$ cat src/rtl/serial_word_feeder.sv
// Parallel-to-serial feeder: one-word holding buffer in front of an LSB-first
// shifter, paced by a clock-enable divider with a strobe per bit.
module serial_word_feeder #(
  parameter int unsigned WIDTH = 4,
  parameter int unsigned DIV   = 100_000_000
) (
  input  logic             clk,
  input  logic             clr,
  input  logic [WIDTH-1:0] in_data,
  input  logic             in_valid,
  output logic             in_ready,
  input  logic             flush,
  output logic             ser_data,
  output logic             ser_strobe,
  output logic             word_done,
  output logic             busy
);

  localparam int unsigned DW = (DIV > 1) ? $clog2(DIV) : 1;
  localparam int unsigned BW = (WIDTH > 1) ? $clog2(WIDTH) : 1;
  localparam logic [DW-1:0] DIV_LAST = DW'(DIV - 1);
  localparam logic [BW-1:0] BIT_LAST = BW'(WIDTH - 1);

  typedef enum logic {
    IDLE,
    SHIFT
  } state_t;

  state_t           r_state;
  logic [WIDTH-1:0] r_hold;
  logic             r_hold_full;
  logic [WIDTH-1:0] r_shreg;
  logic [BW-1:0]    r_bit_cnt;
  logic [DW-1:0]    r_div_cnt;

  logic w_accept;
  logic w_strobe;
  logic w_last;

  assign w_accept = in_valid && in_ready;
  assign w_strobe = (r_state == SHIFT) && (r_div_cnt == DIV_LAST);
  assign w_last   = w_strobe && (r_bit_cnt == BIT_LAST);

  assign in_ready   = !r_hold_full && !flush;
  assign ser_data   = (r_state == SHIFT) && r_shreg[0];
  assign ser_strobe = w_strobe;
  assign word_done  = w_last && !flush;
  assign busy       = (r_state == SHIFT) || r_hold_full;

  // Flush overrides everything; accept and load are mutually exclusive via in_ready.
  always_ff @(posedge clk or negedge clr) begin
    if (!clr) begin
      r_state     <= IDLE;
      r_hold      <= '0;
      r_hold_full <= 1'b0;
      r_shreg     <= '0;
      r_bit_cnt   <= '0;
      r_div_cnt   <= '0;
    end else if (flush) begin
      r_state     <= IDLE;
      r_hold_full <= 1'b0;
      r_shreg     <= '0;
      r_bit_cnt   <= '0;
      r_div_cnt   <= '0;
    end else begin
      if (w_accept) begin
        r_hold      <= in_data;
        r_hold_full <= 1'b1;
      end
      case (r_state)
        IDLE: begin
          r_div_cnt <= '0;
          if (r_hold_full) begin
            r_shreg     <= r_hold;
            r_hold_full <= 1'b0;
            r_bit_cnt   <= '0;
            r_state     <= SHIFT;
          end
        end
        SHIFT: begin
          r_div_cnt <= w_strobe ? '0 : r_div_cnt + DW'(1);
          if (w_strobe) begin
            r_shreg   <= r_shreg >> 1;
            r_bit_cnt <= r_bit_cnt + BW'(1);
            if (w_last) begin
              // Back-to-back reload keeps the strobe spacing at exactly DIV.
              if (r_hold_full) begin
                r_shreg     <= r_hold;
                r_hold_full <= 1'b0;
                r_bit_cnt   <= '0;
              end else begin
                r_state <= IDLE;
              end
            end
          end
        end
        default: r_state <= IDLE;
      endcase
    end
  end

endmodule
$ cat config.mk
export PLATFORM = sky130hd
export DESIGN_NAME = serial_word_feeder
export DESIGN_NICKNAME = d
export VERILOG_FILES = /design/src/rtl/serial_word_feeder.sv
export SDC_FILE = /design/constraint.sdc
export NUM_CORES = 1
export LEC_CHECK = 0
export CELL_PAD_IN_SITES_DETAIL_PLACEMENT = 2
export CELL_PAD_IN_SITES_GLOBAL_PLACEMENT = 2
export CORE_MARGIN = 1.5
export CORE_UTILIZATION = 40
export DETAILED_ROUTE_END_ITERATION = 7
export DONT_BUFFER_PORTS = 1
export GPL_ROUTABILITY_DRIVEN = 0
export PLACE_DENSITY = 0.79
export SYNTH_ARGS = -nofsm -noshare
export SYNTH_HDL_FRONTEND = slang
export SYNTH_SLANG_ARGS = --single-unit
$ cat constraint.sdc
create_clock -name clk -period 2.4 [get_ports clk]
set_input_delay 0.36 -clock clk [delete_from_list [all_inputs] [get_ports clk]]
set_output_delay 0.36 -clock clk [all_outputs]
set_load 0.005 [all_outputs]
---- After elaboration in Yosys (flattened, before gate mapping) ----
Cells that the tools add are included.
cells by class
  add/subtract/negate cells ............... 2
  eq/ne operators ......................... 4
  muxes and demuxes ....................... 26
  bitwise operators ....................... 2
  reductions and logical operators ........ 11
operator list
  cell                                            count
  two-way mux 27 bit                              2
  case mux 27 bit (2 select lines)                1
  adder 27 x 1 -> 27 bit (second input constant)  1
  equality test 27 bit (second input constant)    1
  two-way mux 4 bit                               5
  two-way mux 2 bit                               5
  two-way mux 1 bit                               9
  case mux 4 bit (2 select lines)                 1
  logical AND 1 bit                               6
  case mux 1 bit (2 select lines)                 2
  case mux 2 bit (2 select lines)                 1
  AND reduction 2 bit                             2
  != test 3 x 2 -> 1 bit (second input constant)  1
  != test 3 bit (second input constant)           1
  adder 2 x 1 -> 2 bit (second input constant)    1
  equality test 2 bit (second input constant)     1
  zero test 1 bit                                 2
  NOT 1 bit                                       2
  logical OR 1 bit                                1
word-level totals
  bits in registers ....................... 39
  bits of input ports ..................... 8
  output and inout bits ................... 5
  logic and storage cells ................. 51

---- Longest topological paths before layout ----
Gate-level depths: netlist of the first run.
  word-level depth ........................ 9
  mapped depth ............................ 7

---- Worst setup path after synthesis of the first run ----
No wires, ideal clock.
  kind .................................... reg2out
  from .................................... reg r_div_cnt[0]
  to ...................................... out word_done
  arrival ................................. 1.511 ns
  required time ........................... 2.040 ns
  slack ................................... 0.529 ns
  stages on the path, launching flop included .. 6
  buffers on the path ..................... 1
  cells stage by stage .................... dfrtp_1 > ha_1 > nand3_1 > or4_1 > buf_2 > nor4_1
on the way
  word-level cells in the longest chain between the ends .. 4
RTL lines
  element                   RTL line  source
  start: declaration        34        logic [DW-1:0] r_div_cnt;
  start signal: assignment  81        r_div_cnt <= w_strobe ? '0 : r_div_cnt + DW'(1);
  equality test 27 bit      41        assign w_strobe = (r_state == SHIFT) && (r_div_cnt == DIV_LAST);
  logical AND 1 bit         41
  logical AND 1 bit         42        assign w_last = w_strobe && (r_bit_cnt == BIT_LAST);
  logical AND 1 bit         47        assign word_done = w_last && !flush;
  end: declaration          15        output logic word_done,
Every way passes these cells.

---- Worst setup path in the final report of the first run ----
Ends and elaborated chain as after synthesis.

==> results of run 1 <==
## report_power, final
part	switching [mW]	internal, mW
Clock	0.226	0.262
Combinational	0.0541	0.0428
Sequential	0.0185	0.679
## flip-flops by register name (all words and copies together) (netlist names)
name         flops
r_div_cnt       27
r_hold           4
r_shreg          4
r_bit_cnt        2
r_hold_full      1
r_state          1
## how the worst max path moves through the flow
stage | from | depth (start not counted) | end
5_1_grt | r_div_cnt[0]$_DFF_PN0_ | 4 | word_done
4_1_cts | r_div_cnt[0]$_DFF_PN0_ | 4 | ser_strobe
2_1_floorplan | r_div_cnt[0]$_DFF_PN0_ | 5 | word_done
3_3_place_gp | r_div_cnt[0]$_DFF_PN0_ | 4 | word_done
6_report | r_div_cnt[0]$_DFF_PN0_ | 4 | word_done
3_5_place_dp | r_div_cnt[0]$_DFF_PN0_ | 4 | word_done
## critical path, cell delays in order, from the launching register on
cell and delay (ns):
dfrtp_1 0.40, ha_1 0.22, nand3_1 0.13, or4_4 0.62, nor4_2 0.22
## per-stage QoR
step                       util  setup slack (ns)
after floorplan               -             0.529
after global placement    0.439             0.372
after detailed placement  0.439             0.306
after CTS                 0.468           0.00755
after global routing      0.472            0.0878
final                     0.472             0.179
## what timing repair did
action	in CTS	in global routing
pin swaps	0	1
cloned	0	0
gates resized for setup	1	2
hold endpoints to repair	39	0
setup buffers	0	2
setup endpoints to repair	1	2
hold buffers	2	0
## routing by layer
layer | up-vias | GRT usage | wire length, microns
li1 | 783 | - | -
met1 | 876 | 0.292 | 2510
met2 | 22 | 0.390 | 2840
met3 | 6 | 0.0461 | 124
met4 | 0 | 0.0747 | 63
met5 | - | 0 | 0
## cell usage after synthesis, drive strengths merged
| library cell | instances |
|---|---|
| dfrtp | 39 |
| nor2 | 17 |
| o21ai | 16 |
| a21oi | 14 |
| nand4 | 13 |
| nand3 | 11 |
| or3 | 10 |
| xor2 | 10 |
| nand2 | 8 |
| a211oi | 6 |
| and4 | 6 |
| buf | 6 |
| clkbuf | 6 |
| and3 | 5 |
| inv | 5 |
| mux2 | 5 |
| nand3b | 4 |
| o21bai | 4 |
| nor4 | 3 |
| or4 | 3 |
| xnor2 | 3 |
| and2 | 2 |
| ha | 2 |
| nand2b | 2 |
| nor2b | 2 |
| o31ai | 2 |
| mux2i | 1 |
| nor3 | 1 |
| nor3b | 1 |
| nor4bb | 1 |
| o211ai | 1 |
| o22ai | 1 |
| or2 | 1 |
## cells by family after synthesis
kind of cell    synth area share
xor+xnor                  0.0556
compound gates             0.130
fa+ha+maj                 0.0122
simple gates               0.252
flops                      0.477
buf+inv                   0.0410
mux                       0.0324
## layout make-up
class | instances | area [sq um]
Clock buffer | 8 | 100
Fill cell | 544 | 2540
Inverter | 5 | 18.8
Multi-Input combinational cell | 155 | 1000
Sequential cell | 39 | 976
Tap cell | 67 | 83.8
Timing Repair Buffer | 9 | 95.1
==> impl_metrics.json, run 1 <==
{
  "via_per_inst": 5.96,
  "crit_type": "flip-flop to output port",
  "ys_ff_latch": 39,
  "whs_ns": 0.127,
  "finalCritPeriodShare": 0.925,
  "syn_avg_cell_area_sq_um": 9.70,
  "worst_pin_slew_ns": 0.398,
  "initial_core_util": 0.425,
  "synth_top_cell_by_area": "dfrtp_1",
  "synthToLayoutAreaGrowth_pct": 11.2,
  "cts_tree": "built",
  "r2r-start": "r_div_cnt[0]$_DFF_PN0_",
  "r2r_slack_ns": 0.36,
  "syn_area_sq_mm": 0.00205,
  "grt_overflow_total": 0,
  "tns_ns": 0,
  "stdcell_count": 283,
  "yosysWarnings": 0,
  "cts.sinks": 39,
  "min_period_ns": 2.22,
  "layout_commonest_cell": "dfrtp_1",
  "fin_area_sq_mm": 0.00228,
  "slew_viol_final": 0,
  "reg2reg_depth": 5,
  "dp_hpwl_mm": 3.87,
  "clk-insertion-delay-late_ns": 0.29,
  "power_density_mw_per_mm2": 564,
  "status": "completed",
  "ys_types": 36,
  "antenna_left": 0,
  "grt_max_degree": 40,
  "min_from": "flush",
  "ys_seq_area_frac": 0.477,
  "dpl_cell_area_sq_mm": 0.00212,
  "synthTopCellsByArea": "dfrtp_1 48%, xor2_1 4.3%, nand4_1 4.0%",
  "htreeDepth": 2,
  "max_freq_ghz": 0.450,
  "whs_endpoint": "r_shreg[3]$_DFFE_PN0P_",
  "grt_antenna_before_repair": 0,
  "cp_max_fo": 6,
  "endpoint_kind": "output port",
  "num_vias": 1687,
  "routed_wl_mm": 5.54,
  "rsz0062_at_grt": "no",
  "grt_pass1_wl_mm": 9.45,
  "arrival_ns": 1.86,
  "io_buffers": 0,
  "clock_path_buffers": 2,
  "nets": 225,
  "root_buffer": "clkbuf_8",
  "pin_count": 13,
  "rows": 25,
  "drc": 0,
  "dr.pass1.iters": 4,
  "startpoint_type": "flip-flop",
  "synth_nets": 221,
  "path_clk_slew_ns": 0.08,
  "post_route_cells_drive_above_1_share": 0.116,
  "setup_viol": 0,
  "diodes": 0,
  "die_w_microns": 74.5,
  "die_area_sq_mm": 0.00556,
  "dr.first_iter.drc_count": 123,
  "holdPathStages": 1,
  "hold_viol_final": 0,
  "irDropWorstVdd_mv": 0.252,
  "total_power_mw": 1.28,
  "coreArea_sq_mm": 0.00482,
  "finClkSkew_ns": 0.00587,
  "p_leak_nw": 0.866,
  "cts_buffers": 5,
  "final_cell_mix": "39 x dfrtp_1, 16 x nor2_1, 15 x o21ai_0, 14 x a21oi_1, 13 x nand4_1",
  "die_h_microns": 74.5,
  "hold_path_class": "input port to flip-flop",
  "maxCapViolCount": 0,
  "critPathRequiredTime_ns": 2.04,
  "syn_inst": 211,
  "slew_headroom": 0.732,
  "place_inst": 271,
  "r2r-end": "r_div_cnt[24]$_DFF_PN0_",
  "grt_usage": 0.229,
  "yosys.area.top_type_share": 0.477,
  "grt_pass1_vias": 1852,
  "wl_per_cell_microns": 19.6
}
No activity file was read; power rests on OpenSTA's default activity.
==> run 2: changes to the inputs <==
--- a/config.mk
+++ b/config.mk
@@ -7,6 +7,7 @@
 export LEC_CHECK = 0
 export CELL_PAD_IN_SITES_DETAIL_PLACEMENT = 2
 export CELL_PAD_IN_SITES_GLOBAL_PLACEMENT = 2
+export CORE_ASPECT_RATIO = 1.75
 export CORE_MARGIN = 1.5
 export CORE_UTILIZATION = 40
 export DETAILED_ROUTE_END_ITERATION = 7
==> impl_metrics.json, run 2 (synthesis gave the netlist of run 1 again) <==
{
  "clock_path_buffers": 2,
  "irDropWorstVdd_mv": 0.363,
  "power_density_mw_per_mm2": 594,
  "r2r-start": "r_div_cnt[0]$_DFF_PN0_",
  "p_leak_nw": 0.877,
  "num_vias": 1678,
  "crit_type": "flip-flop to output port",
  "grt_pass1_wl_mm": 9.63,
  "largestRegisters": "r_div_cnt (27), r_hold (4), r_shreg (4)",
  "holdPathStages": 1,
  "endpoint": "ser_strobe",
  "synthToLayoutAreaGrowth_pct": 11.1,
  "tns_ns": 0,
  "dp_hpwl_mm": 4.04,
  "io_buffers": 0,
  "grt_usage": 0.225,
  "finClkSkew_ns": 0.0107,
  "nets": 226,
  "status": "completed",
  "grt_pass1_vias": 1868,
  "cp_max_fo": 6,
  "cts.sinks": 39,
  "coreArea_sq_mm": 0.00493,
  "dr.first_iter.drc_count": 64,
  "final_cell_mix": "39 x dfrtp_1, 16 x nor2_1, 15 x o21ai_0, 14 x a21oi_1, 13 x nand4_1",
  "grt_antenna_before_repair": 0,
  "grt_overflow_total": 0,
  "clk-insertion-delay-late_ns": 0.30,
  "setup_viol": 0,
  "root_buffer": "clkbuf_8",
  "max_freq_ghz": 0.434,
  "startpoint": "r_div_cnt[0]$_DFF_PN0_",
  "slew_headroom": 0.709,
  "pin_count": 13,
  "r2r-end": "r_div_cnt[16]$_DFF_PN0_",
  "maxCapViolCount": 0,
  "wl_met3_microns": 90,
  "layout_commonest_cell": "dfrtp_1",
  "grt_max_degree": 40,
  "slew_viol_final": 0,
  "total_power_mw": 1.35,
  "via_per_inst": 6.19,
  "largest_register_ffs": 27,
  "min_period_ns": 2.31,
  "wl_met1_mm": 2.03,
  "die_area_sq_mm": 0.00557,
  "path_clk_slew_ns": 0.08,
  "die_h_microns": 97.6,
  "htreeDepth": 2,
  "finalCritPeriodShare": 0.961,
  "fin_util": 0.461,
  "cts_tree": "built",
  "cts_buffers": 5,
  "r2r_slack_ns": 0.30,
  "hold_viol_final": 0,
  "rsz0062_at_grt": "no",
  "diodes": 0,
  "antenna_left": 0,
  "die_w_microns": 57.1,
  "routed_wl_mm": 5.64,
  "initial_core_util": 0.415,
  "drc": 0,
  "regMostFlops": "r_div_cnt",
  "critPathRequiredTime_ns": 2.04,
  "dr.pass1.iters": 3,
  "worst_pin_slew_ns": 0.436,
  "wl_met2_mm": 3.39,
  "hold_path_class": "input port to flip-flop",
  "endpoint_kind": "output port",
  "wl_per_cell_microns": 20.8,
  "startpoint_type": "flip-flop",
  "arrival_ns": 1.95,
  "reg2reg_depth": 5,
  "post_route_cells_drive_above_1_share": 0.124,
  "top_layer_used": "met4",
  "rows": 34
}
==> run 2: per-layer routing <==
| metal | track usage | up-vias |
|---|---|---|
| li1 | - | 778 |
| met1 | 0.244 | 869 |
| met2 | 0.419 | 20 |
| met3 | 0.0320 | 11 |
| met4 | 0.0948 | 0 |
| met5 | 0 | - |
==> run 2: worst max-delay path: stages (launching register included) <==
cell     delay [ns]
dfrtp_1        0.41
ha_1           0.22
nand3_1        0.12
or4_4          0.60
nor2_2         0.29
==> run 2: cell type report <==
| class | count | area [sq um] |
|---|---|---|
| Clock buffer | 5 | 68.8 |
| Clock inverter | 3 | 43.8 |
| Fill cell | 540 | 2660 |
| Inverter | 5 | 18.8 |
| Multi-Input combinational cell | 155 | 997 |
| Sequential cell | 39 | 976 |
| Tap cell | 54 | 67.6 |
| Timing Repair Buffer | 10 | 103 |
==> run 2: how the worst min path moves through the flow <==
stage,startpoint,end
after global placement,clr,r_hold_full$_DFF_PN0_
after global routing,flush,r_shreg[3]$_DFFE_PN0P_
after floorplan,clr,r_bit_cnt[0]$_DFFE_PN0P_
after CTS,flush,r_shreg[3]$_DFFE_PN0P_
final,flush,r_bit_cnt[1]$_DFFE_PN0P_
after detailed placement,clr,r_hold_full$_DFF_PN0_
==> run 2: metrics by stage <==
stage | hold WS [ns] | area [sq um] | std cells | worst slack, ns
after CTS | 0.108 | 2250 | 268 | 0.0986
final | 0.116 | 2270 | 271 | 0.0946
after floorplan | 0.0644 | 2050 | 211 | 0.529
after global placement | 0.0652 | 2100 | 258 | 0.389
after detailed placement | 0.0652 | 2100 | 258 | 0.306
after global routing | 0.102 | 2270 | 271 | 0.0115
==> run 2: report_power, final <==
group	switching, mW	total (mW)	internal (mW)	leakage (nW)
Clock	0.246	0.556	0.310	0.0581
Combinational	0.0537	0.0964	0.0427	0.287
Sequential	0.0186	0.698	0.679	0.532
==> run 2: timing repair <==
item | CTS | global route
endpoints found under the setup margin | 2 | 2
hold endpoints to repair | 39 | 0
hold buffers | 2 | 0
gates resized for setup | 1 | 1
buffers inserted | 0 | 3
pin swaps | 0 | 1
==> run 3: changes to the inputs <==
--- a/config.mk
+++ b/config.mk
@@ -10,6 +10,7 @@
 export CORE_ASPECT_RATIO = 1.75
 export CORE_MARGIN = 1.5
 export CORE_UTILIZATION = 40
+export CTS_CLUSTER_SIZE = 28
 export DETAILED_ROUTE_END_ITERATION = 7
 export DONT_BUFFER_PORTS = 1
 export GPL_ROUTABILITY_DRIVEN = 0
==> constraint.sdc (replaced) <==
create_clock -name clk -period 2.6 [get_ports clk]
set_input_delay 0.39 -clock clk [delete_from_list [all_inputs] [get_ports clk]]
set_output_delay 0.39 -clock clk [all_outputs]
set_load 0.005 [all_outputs]
==> impl_metrics.json, run 3 (synthesis gave the netlist of run 1 again) <==
{
  "grt_overflow_total": 0,
  "finalWorstSetupSlack_ns": 0.179,
  "drc": 0,
  "cts-resized-gates": 0,
  "seq_area_sq_um": 976,
  "synthToLayoutAreaGrowth_pct": 6.66,
  "largestRegisters": "r_div_cnt (27), r_hold (4), r_shreg (4)",
  "slew_headroom": 0.687,
  "largest_register_ffs": 27,
  "finalCritPeriodShare": 0.931,
  "rows": 34,
  "n_fill_cell": 541,
  "layout_commonest_cell": "dfrtp_1",
  "max_freq_ghz": 0.413,
  "preCtsSetupSlack_ns": 0.463,
  "wl_per_cell_microns": 21.2,
  "slowest_stage": "dfrtp_1",
  "cts_buffers": 5,
  "setup_viol": 0,
  "nets": 221,
  "htreeDepth": 2,
  "routed_wl_mm": 5.65,
  "dr.pass1.iters": 6,
  "multi_input_area_sq_um": 987,
  "crit_family": "simple AND/OR/NAND/NOR gates",
  "p_leak_nw": 0.831,
  "path_clk_slew_ns": 0.08,
  "fin_util": 0.442,
  "min_period_ns": 2.42,
  "startpoint_type": "flip-flop",
  "cts_setup_buffers": 0,
  "clk-insertion-delay-late_ns": 0.30,
  "place_inst": 256,
  "critPathRequiredTime_ns": 2.21,
  "worst_pin_slew_ns": 0.469,
  "pin_count": 13,
  "dr.first_iter.drc_count": 62,
  "rsz0062_at_grt": "no",
  "via_per_inst": 6.33,
  "post_route_cells_drive_above_1_share": 0.0849,
  "arrival_ns": 2.03,
  "min_from": "flush",
  "diodes": 0,
  "coreArea_sq_mm": 0.00493,
  "dp_hpwl_mm": 4.08,
  "fin_area_sq_mm": 0.00218,
  "grt_pass1_wl_mm": 9.54,
  "die_area_sq_mm": 0.00557,
  "clock_path_buffers": 2,
  "cp_max_fo": 7,
  "total_power_mw": 1.13,
  "antenna_left": 0,
  "r2r-start": "r_div_cnt[0]$_DFF_PN0_",
  "cpPeakStageDelay_ns": 0.45,
  "dpl_cell_area_sq_mm": 0.00207,
  "grt_antenna_before_repair": 0,
  "hold_path_class": "input port to flip-flop",
  "startpoint": "r_div_cnt[18]$_DFF_PN0_",
  "cts.hold.buffers_added": 2,
  "initial_core_util": 0.415,
  "die_h_microns": 97.6,
  "path_cells": "nor4bb_1 > nand4_1 > nor4_1",
  "num_vias": 1683,
  "grt_pass1_vias": 1868,
  "regMostFlops": "r_div_cnt",
  "cts.sinks": 39,
  "tns_ns": 0,
  "die_w_microns": 57.1,
  "finClkSkew_ns": 0.00552,
  "whs_ns": 0.151,
  "slew_viol_final": 0,
  "crit_type": "flip-flop to output port",
  "cts_tree": "built",
  "maxCapViolCount": 0,
  "stdcell_count": 266,
  "io_buffers": 0,
  "hold_viol_final": 0,
  "status": "completed",
  "cp_num_buf_inv": 0,
  "final_cell_mix": "39 x dfrtp_1, 16 x nor2_1, 15 x o21ai_0, 14 x a21oi_1, 13 x nand4_1",
  "endpoint_kind": "output port",
  "irDropWorstVdd_mv": 0.363,
  "grt_usage": 0.222,
  "root_buffer": "clkbuf_8",
  "grt_max_degree": 40,
  "power_density_mw_per_mm2": 518
}
run 3: cell count changes in the layout (fill, tap and decap cells not counted), sizes merged:
cell	delta
clkinv	-1
buf	-5
clkbuf	+2
bufinv	-1
run 3: metal layers:
layer / vias up / wire length (microns) / GRT usage
li1: 767 / - / -
met1: 888 / 2030 / 0.219
met5: - / 0 / 0
met2: 18 / 3370 / 0.438
met3: 10 / 118 / 0.0346
met4: 0 / 136 / 0.0787
run 3: worst register-to-register path, stage by stage, from the launching register on:
cell and delay, ns:
dfrtp_1 0.40, ha_1 0.22, nand3_1 0.10, or4_1 0.68
o21ai_4 0.18, buf_4 0.32, nor2_1 0.10
run 3: power by group:
part,internal (mW),switching (mW)
clock,0.188,0.213
sequential,0.627,0.0220
combinational,0.0352,0.0455
total,0.850,0.281
run 3: cell type report:
type / instances / share of cell area
timing repair buffer: 5 / 0.0241
sequential: 39 / 0.447
multi-input combinational: 155 / 0.452
inverter: 5 / 0.00860
clock buffer: 7 / 0.0350
clock inverter: 1 / 0.00229
tap: 54 / 0.0309
run 3: final timing paths:
check | endpoint | slack (ns) | cells past startpoint
max reg2reg | r_div_cnt[11]$_DFF_PN0_ | 0.46 | 6
max | word_done | 0.18 | 3
min reg2reg | r_div_cnt[0]$_DFF_PN0_ | 0.50 | 1
max in group asynchronous | r_hold[3]$_DFFE_PN0P_ | 1.83 | 2
min | r_bit_cnt[1]$_DFFE_PN0P_ | 0.15 | 1
min in group asynchronous | r_bit_cnt[1]$_DFFE_PN0P_ | 0.58 | 2
